## src/rtl/ibex_pkg.sv

```systemverilog
// Shared types and constants for the instruction-fetch arbiter.
// Requester IDs are stored in the response-ordering FIFO.
package ibex_pkg;

    localparam int unsigned IFETCH_ARB_MAX_OUTSTANDING = 2;

    typedef enum logic {
        IFETCH_REQ_M0 = 1'b0,
        IFETCH_REQ_M1 = 1'b1
    } ifetch_req_id_e;

    function automatic ifetch_req_id_e ifetch_other_id(input ifetch_req_id_e id);
        return (id == IFETCH_REQ_M0) ? IFETCH_REQ_M1 : IFETCH_REQ_M0;
    endfunction

endpackage

```

## src/rtl/ibex_ifetch_arb_fifo.sv

```systemverilog
// In-order requester-ID FIFO: records who owns each granted, unanswered bus transaction.
// A push and a pop in the same cycle are accepted when the FIFO is full.
module ibex_ifetch_arb_fifo
    import ibex_pkg::*;
#(
    parameter int unsigned Depth = IFETCH_ARB_MAX_OUTSTANDING
) (
    input  logic                         clk_i,
    input  logic                         rst_ni,
    input  logic                         push_i,
    input  ifetch_req_id_e               push_id_i,
    input  logic                         pop_i,
    output logic                         full_o,
    output logic                         empty_o,
    output ifetch_req_id_e               head_o,
    output logic [$clog2(Depth+1)-1:0]   count_o
);

    localparam int unsigned PtrW = (Depth > 1) ? $clog2(Depth) : 1;
    localparam int unsigned CntW = $clog2(Depth + 1);
    localparam logic [CntW-1:0] DepthCnt = CntW'(Depth);
    localparam logic [PtrW-1:0] LastPtr  = PtrW'(Depth - 1);

    ifetch_req_id_e  mem_q [Depth];
    logic [PtrW-1:0] wr_ptr_q;
    logic [PtrW-1:0] rd_ptr_q;
    logic [CntW-1:0] count_q;
    logic            push_eff;
    logic            pop_eff;

    function automatic logic [PtrW-1:0] next_ptr(input logic [PtrW-1:0] ptr);
        return (ptr == LastPtr) ? '0 : ptr + PtrW'(1);
    endfunction

    assign full_o   = (count_q == DepthCnt);
    assign empty_o  = (count_q == '0);
    assign head_o   = mem_q[rd_ptr_q];
    assign count_o  = count_q;

    // An empty FIFO has nothing to pop; a full one only accepts a push alongside a pop.
    assign pop_eff  = pop_i & ~empty_o;
    assign push_eff = push_i & (~full_o | pop_eff);

    always_ff @(posedge clk_i or negedge rst_ni) begin
        if (!rst_ni) begin
            wr_ptr_q <= '0;
            rd_ptr_q <= '0;
            count_q  <= '0;
        end else begin
            if (push_eff) wr_ptr_q <= next_ptr(wr_ptr_q);
            if (pop_eff)  rd_ptr_q <= next_ptr(rd_ptr_q);
            count_q <= count_q + CntW'(push_eff) - CntW'(pop_eff);
        end
    end

    always_ff @(posedge clk_i) begin
        if (push_eff) mem_q[wr_ptr_q] <= push_id_i;
    end

endmodule

```

## src/rtl/ibex_ifetch_arbiter.sv

```systemverilog
// Two-requester instruction-fetch arbiter onto a single req/gnt/rvalid bus.
// Grants and responses are purely combinational; responses are routed in grant order.
//
// lock_q | meaning
// 0      | unlocked: requester chosen each cycle by round-robin or fixed priority
// 1      | locked: request to sel_q is pending without gnt, address held stable
module ibex_ifetch_arbiter
    import ibex_pkg::*;
#(
    parameter int unsigned MaxOutstanding = IFETCH_ARB_MAX_OUTSTANDING,
    parameter bit          FixedPriority  = 1'b0
) (
    input  logic        clk_i,
    input  logic        rst_ni,

    input  logic        m0_req_i,
    input  logic [31:0] m0_addr_i,
    output logic        m0_gnt_o,
    output logic        m0_rvalid_o,
    output logic [31:0] m0_rdata_o,
    output logic        m0_err_o,

    input  logic        m1_req_i,
    input  logic [31:0] m1_addr_i,
    output logic        m1_gnt_o,
    output logic        m1_rvalid_o,
    output logic [31:0] m1_rdata_o,
    output logic        m1_err_o,

    output logic        bus_req_o,
    output logic [31:0] bus_addr_o,
    input  logic        bus_gnt_i,
    input  logic        bus_rvalid_i,
    input  logic [31:0] bus_rdata_i,
    input  logic        bus_err_i,

    output logic        busy_o,
    output logic        unexp_rsp_o
);

    localparam int unsigned CntW = $clog2(MaxOutstanding + 1);

    logic           lock_q;
    ifetch_req_id_e sel_q;
    ifetch_req_id_e rr_q;
    ifetch_req_id_e sel;
    ifetch_req_id_e fifo_head;
    logic           sel_req;
    logic [31:0]    sel_addr;
    logic           stall;
    logic           xfer;
    logic           rsp_pop;
    logic           fifo_full;
    logic           fifo_empty;
    logic [CntW-1:0] fifo_count;

    always_comb begin
        sel = rr_q;
        if (lock_q) begin
            sel = sel_q;
        end else if (FixedPriority) begin
            sel = (m1_req_i && !m0_req_i) ? IFETCH_REQ_M1 : IFETCH_REQ_M0;
        end else if (m0_req_i && !m1_req_i) begin
            sel = IFETCH_REQ_M0;
        end else if (m1_req_i && !m0_req_i) begin
            sel = IFETCH_REQ_M1;
        end
    end

    assign sel_req  = (sel == IFETCH_REQ_M1) ? m1_req_i  : m0_req_i;
    assign sel_addr = (sel == IFETCH_REQ_M1) ? m1_addr_i : m0_addr_i;

    // A response arriving this cycle frees a slot, so a full FIFO can still take a grant.
    assign stall   = fifo_full & ~bus_rvalid_i;
    assign xfer    = bus_req_o & bus_gnt_i;
    assign rsp_pop = rst_ni & bus_rvalid_i & ~fifo_empty;

    assign bus_req_o   = rst_ni & sel_req & ~stall;
    assign bus_addr_o  = rst_ni ? sel_addr : '0;

    assign m0_gnt_o    = xfer & (sel == IFETCH_REQ_M0);
    assign m1_gnt_o    = xfer & (sel == IFETCH_REQ_M1);

    assign m0_rvalid_o = rsp_pop & (fifo_head == IFETCH_REQ_M0);
    assign m1_rvalid_o = rsp_pop & (fifo_head == IFETCH_REQ_M1);
    assign m0_rdata_o  = rst_ni ? bus_rdata_i : '0;
    assign m1_rdata_o  = rst_ni ? bus_rdata_i : '0;
    assign m0_err_o    = rst_ni & bus_err_i;
    assign m1_err_o    = rst_ni & bus_err_i;

    assign unexp_rsp_o = rst_ni & bus_rvalid_i & fifo_empty;
    assign busy_o      = rst_ni & ((fifo_count != '0) | bus_req_o);

    // Lock stays set until the held requester is granted, even if it drops req meanwhile.
    always_ff @(posedge clk_i or negedge rst_ni) begin
        if (!rst_ni) begin
            lock_q <= 1'b0;
            sel_q  <= IFETCH_REQ_M0;
            rr_q   <= IFETCH_REQ_M0;
        end else begin
            if (lock_q) begin
                if (xfer) lock_q <= 1'b0;
            end else if (bus_req_o && !bus_gnt_i) begin
                lock_q <= 1'b1;
                sel_q  <= sel;
            end
            if (xfer && !FixedPriority) rr_q <= ifetch_other_id(sel);
        end
    end

    ibex_ifetch_arb_fifo #(
        .Depth (MaxOutstanding)
    ) u_id_fifo (
        .clk_i     (clk_i),
        .rst_ni    (rst_ni),
        .push_i    (xfer),
        .push_id_i (sel),
        .pop_i     (rsp_pop),
        .full_o    (fifo_full),
        .empty_o   (fifo_empty),
        .head_o    (fifo_head),
        .count_o   (fifo_count)
    );

endmodule

```

## config.mk

```make
export PLATFORM = sky130hd
export DESIGN_NAME = ibex_ifetch_arbiter
export DESIGN_NICKNAME = d
export VERILOG_FILES = /design/src/rtl/ibex_pkg.sv /design/src/rtl/ibex_ifetch_arb_fifo.sv /design/src/rtl/ibex_ifetch_arbiter.sv
export SDC_FILE = /design/constraint.sdc
export NUM_CORES = 1
export LEC_CHECK = 0
export CAP_MARGIN = 20
export CORE_MARGIN = 2
export CORE_UTILIZATION = 27
export DETAILED_ROUTE_END_ITERATION = 10
export PLACE_DENSITY = 0.85
export SLEW_MARGIN = 20
export SYNTH_ARGS = -nofsm -noshare
export SYNTH_HDL_FRONTEND = slang
export SYNTH_SLANG_ARGS = --single-unit
```

## constraint.sdc

```tcl
create_clock -name clk_i -period 1.95 [get_ports clk_i]
set_input_delay 0.2925 -clock clk_i [delete_from_list [all_inputs] [get_ports clk_i]]
set_output_delay 0.2925 -clock clk_i [all_outputs]
set_load 0.05 [all_outputs]
```

# Word-level counts from Yosys, hierarchy flattened
# Memory sizes are Yosys's and may differ from the RTL's.
# Index checks and enable logic that the tools add are counted.
word_totals:
  latch_bits: 0
  wordCells: 60
  rom_bits: 0
  ff_bits: 7
  out_inout_bits: 105
  mem_count: 1
  in_bits: 103
  mem_bits_rw: 2
mem_list:
  columns: ["name", "depth", "word_bits", "rd", "rd_clocked_by_memory_dff", "write_ports", "line", "source"]
  rows:
  - ["u_id_fifo.mem_q", 2, 1, 1, 0, 1, "ibex_ifetch_arb_fifo.sv:24", "ifetch_req_id_e mem_q [Depth];"]
op_classes:
  n_reduce_logical: 9
  n_bitwise: 24
  n_mul: 0
  n_addsub: 4
  n_eq_ne: 1
  mux: 15
  div_mod_pow: 0
  n_shift: 0
  magnitude_cmp: 0
ops:
  columns: ["cell", "count"]
  rows:
  - ["two-way mux 32 bit", 3]
  - ["bitwise AND 1 bit", 15]
  - ["two-way mux 1 bit", 12]
  - ["inverter 1 bit", 7]
  - ["logical AND 1 bit", 3]
  - ["logical NOT 1 bit", 3]
  - ["adder 1 bit (second input constant)", 2]
  - ["adder 2 x 1 -> 2 bit", 1]
  - ["== test 2 bit (second input constant)", 1]
  - ["logical NOT 2 bit", 1]
  - ["OR 1 bit", 2]
  - ["AND reduction 2 bit", 1]
  - ["nonzero test 2 bit", 1]
  - ["subtractor 2 x 1 -> 2 bit", 1]

# Longest topological paths before layout
depth:
  depth_word: 12
  ltp_mapped: 6

# Cells and area by module
# Synthesis repeated with hierarchy kept, for this count alone.
hier_totals:
  cells_unflattened: 237
  hier_area_um2: 1684.1
modules_own_cells:
  columns: ["mod", "cells_per_inst", "area_each_um2", "seq_area_each_um2", "n_inst"]
  rows:
  - ["ibex_ifetch_arbiter", 210, 1375.1, 75.1, 1]
  - ["ibex_ifetch_arb_fifo", 27, 309.0, 160.2, 1]

# Worst setup path after synthesis
# No wires, ideal clock.
synth_timing:
  path_kind: "register -> output"
  start: "register (tool-made name)"
  end: "output port bus_addr_o[11]"
  n_path_buf: 2
  path_slack_ns: -0.190
  arrival_time_ns: 1.847
  stages_incl_launch_ff: 6
  path_cell_list: "dfrtp_1 buf_6 nand2_1 clkbuf_1 nand3_1 a21oi_1"
synth_rtl:
  columns: ["element", "line", "source"]
  rows:
  - ["to (decl)", "ibex_ifetch_arbiter.sv:31", "output logic [31:0] bus_addr_o,"]

==> results <==
- The final count of hold timing violations is 0.
- After floorplanning, the core was sized to cover 0.00631 sq mm.
- The tool flagged a number of max-cap violations equal to 0.
- The floorplan die width is 84.4 microns.
- The finished cells cover 0.00505 sq mm.
- The flip-flop cell with the highest count after synthesis is dfrtp_1.
- For this run, the number of standard cells in the final layout without fillers is 501.
- Across all register-to-register paths, the minimum setup slack is 0.05 ns.
- The final layout net count is around 530.
- After detailed routing, the average wire length per cell comes to 19.8 microns.
- The via density per instance is 5.14.
- The share of total power in the clock network is 0.039.
- Relative to the synthesized area, the layout overhead comes to 190%.
- For this design, the sink count on the clock tree is 9.
- Summing every instance area after synthesis gives 0.00175 sq mm.
- The max-slew headroom at the worst pin is 0.751.
- The post-route worst setup slack is -0.0394 ns.
- The overall die area is 0.00712 sq mm.
- The tightest min-delay check is of the in -> async type.
- In this run the number of H-tree levels came out at 1.
- The diode insertion count for antenna repair is 0.
- At the pin with the least slew margin, the transition time is 0.372 ns.
- The worst clock skew is 0.00219 ns.
- The final global-route overflow total is 0.
- The type of element capturing the critical path is a primary output.
- The maximum cell stage delay along the critical path is about 0.48 ns.
- The fraction of layout instances using a drive strength above 1 is 0.505.
- Among all stages on the critical path, the largest delay is contributed by dfrtp_2.
- The netlist uses 41 different library cells.
- Routability-driven placement finished with a final weighted congestion of 0.864.
- Of the total power, registers draw 0.072.
- Setup repair after global routing could not meet its margin everywhere.
- The cell leakage power is 2.02 nW.
- The data required time of the critical path is 1.66 ns.
- Setup violations remaining at the end of the flow were counted as 15.
- TritonCTS built the clock tree.
- After the first detailed-routing iteration, the DRC count stood at between 100 and 150.
- For this run, the total global-route usage over all layers was measured as 0.262.
- In this run the core area contains 29 standard-cell rows.
- The proportion of synthesized chip area in sequential cells is 0.135.
- The placement-stage worst setup slack is -0.334 ns.
- The synthesized instance count is between 200 and 250.
- The design draws 5.52 mW.
- Final hold analysis gives a worst-case slack of 0.378 ns.
- The deepest clock path buffer count is 2.
- Entering global routing, the biggest net connects 34 pins.
- The clock latency on the worst-skew pair is 0.23 ns.
- The number of enable flip-flop cells after synthesis is 2.
- Counting flops and latches in the post-synthesis netlist gives 9.
- The highest clock rate is around 500 MHz.
- From bottom edge to top edge, the die measures 84.4 microns.
- Summed over all nets, the switching power comes to 2.87 mW.
- The path type of the worst setup path is reg -> out.
- After detailed routing, the number of remaining DRC violations is 0.
- The number of global-route vias before repair came to around 2700.
- The net count after synthesis is 343.
- Of the available clock period, the critical path in the final layout requires 1.02.
- The signal on the critical path passes through a211oi_4, buf_6, clkbuf_16, o21ai_1, a21oi_2, buf_12.
- The first TritonRoute pass finished after 4 iterations.
- The sum of negative setup slack is -0.278 ns.
- The maximum net fanout on the critical path is 8.
- In this run the critical register-to-register path is captured at u_id_fifo.count_o[0].
- The number of max-slew violations in the final report is 0.
- The initial utilization of the core area, before any placement, comes to 0.276.
- Once placement finished, the instance area stood at 0.00482 sq mm.
- The number of cells traversed by the worst register-to-register path is 8.
- The power per unit of standard cell area is 1090 mW/mm^2.
- In this run the count of I/O pins placed on the die edge is 208.
- The routed design could run at a clock period as short as 1.99 ns.
- Each instance of the synthesized netlist takes up on average 7.30 sq um.
- The flow ran to the end, but the final reports show violations.
- The proportion of synthesized flip-flops having asynchronous set or reset is 0.778.
- The final standard cell utilization of the core is 0.801.
- In this run the remaining antenna-violating nets after routing total 0.
- The count of synthesis-stage warnings from yosys is 0.
- The final layout contains routed wiring with a total length of 9910 microns.
- The worst vdd rail ir drop is 0.962 mV.
- The final route contains 2576 vias.
- The internal power of the cells totals 2.66 mW.
- Of the total power, combinational logic draws 0.889.
- Clock tree synthesis inserted a total of 3 buffers.
- Of the total power, the share spent switching nets is 0.519.
- The placed wire-length estimate after detailed placement is between 7000 and 8000 microns.
- Data arrives at the worst endpoint at between 1.5 and 2 ns.
- The register clock-pin slew on the reported worst setup and hold paths is roughly 0.04 ns.
- The final reports fail on setup timing.
- STA classifies the critical path startpoint as a register.
- The library cell used as clock root buffer is clkbuf_8.
- The initial antenna violation count came to 0.
- The cell count after placement is 488.
- The number of port buffers is a little over 200.
- The wire length of the first global-routing pass is between 15000 and 20000 microns.
[routing by layer]
metal,track usage,up-vias,part of all wire
li1,-,1167,-
met3,0.0433,32,0.058
met5,0,-,0
met2,0.512,147,0.55
met1,0.283,1230,0.36
met4,0.0851,0,0.038
[synth_stat cells, types with 2 or more instances]
master     n  area, sq um
a21oi_1   27          135
a21oi_2   10         87.6
and2_1    33          206
and3_1     3         18.8
buf_4     34          255
buf_6      6         67.6
buf_8      2         30.0
clkbuf_1   7         26.3
clkbuf_8   4         55.1
dfrtp_1    7          175
edfxtp_1   2         60.1
inv_1      5         18.8
nand2_1    4         15.0
nand3_1   31          155
nor2_1     4         15.0
o21ai_0    3         15.0
o21ai_1   29          145
or3b_1     2         17.5
xnor2_1    4         35.0
[cell families (layout without fill, tap and decap cells)]
logic type,count (synthesis),count (layout),share of synthesized area
XOR/XNOR,5,5,0.0251
AO/OA/AOI/OAI,77,77,0.267
multiplexers,2,2,0.0122
buffers and inverters,60,244,0.265
flip-flops,9,9,0.135
AND/OR/NAND/NOR,85,86,0.289
adder cells (fa/ha/maj),1,1,0.00717
[layout make-up]
type	count	area (sq um)
Clock buffer	4	45.0
Tap cell	77	96.3
Timing Repair Buffer	234	3430
Multi-Input combinational cell	171	1230
Sequential cell	9	236
Inverter	6	22.5
Fill cell	366	1260
[layout by cell type, fill, tap and decap left out, types with 2 or more instances in the layout]
cell type        synthesis  final
buf_12                   0    110
clkdlybuf4s50_1          0    100
a21oi_2                 10     34
nand3_1                 31     31
o21ai_1                 29     24
and2_2                   0     18
buf_4                   34     18
and2_1                  33     16
o21ai_2                  1      8
dfrtp_1                  7      6
inv_1                    5      4
xnor2_1                  4      4
nand2_1                  4      3
nor2_1                   4      3
a21oi_1                 27      3
clkbuf_8                 4      3
inv_2                    1      2
nand2_2                  1      2
and3_1                   3      2
buf_6                    6      2
edfxtp_1                 2      2
[worst max-delay path, delay by kind of cell, from the launching register on]
family / cells / cell delay, ns
AO/OA/AOI/OAI: 3 / 0.51
flip-flops: 1 / 0.48
buffers and inverters: 3 / 0.47
[how the worst max path moves through the flow]
stage	startpoint	endpoint	slack (ns)
6_report	register	bus_addr_o[12]	-0.04
5_1_grt	register	bus_addr_o[23]	-0.11
2_1_floorplan	register	busy_o	0.03
3_3_place_gp	m1_req_i	bus_addr_o[25]	-0.28
3_5_place_dp	m1_req_i	bus_addr_o[31]	-0.33
4_1_cts	rr_q	bus_addr_o[7]	-0.02
[power groups by stage]
stage                     clock network (mW)  logic, mW  registers (mW)
after floorplan                            0       2.70           0.339
after global placement                     0       4.38           0.374
after detailed placement                   0       4.50           0.386
after CTS                              0.224       4.78           0.392
after global routing                   0.232       5.11           0.410
final                                  0.218       4.91           0.397
[timing repair]
item | 4_1_cts | 5_1_grt
hold buffers | 0 | 0
setup endpoints to repair | 36 | 72
pin swaps | 31 | 9
buffers inserted | 5 | 1
gates resized for setup | 12 | 34
gates cloned | 3 | 1
Note: power is estimated with default switching activity, not from simulation.
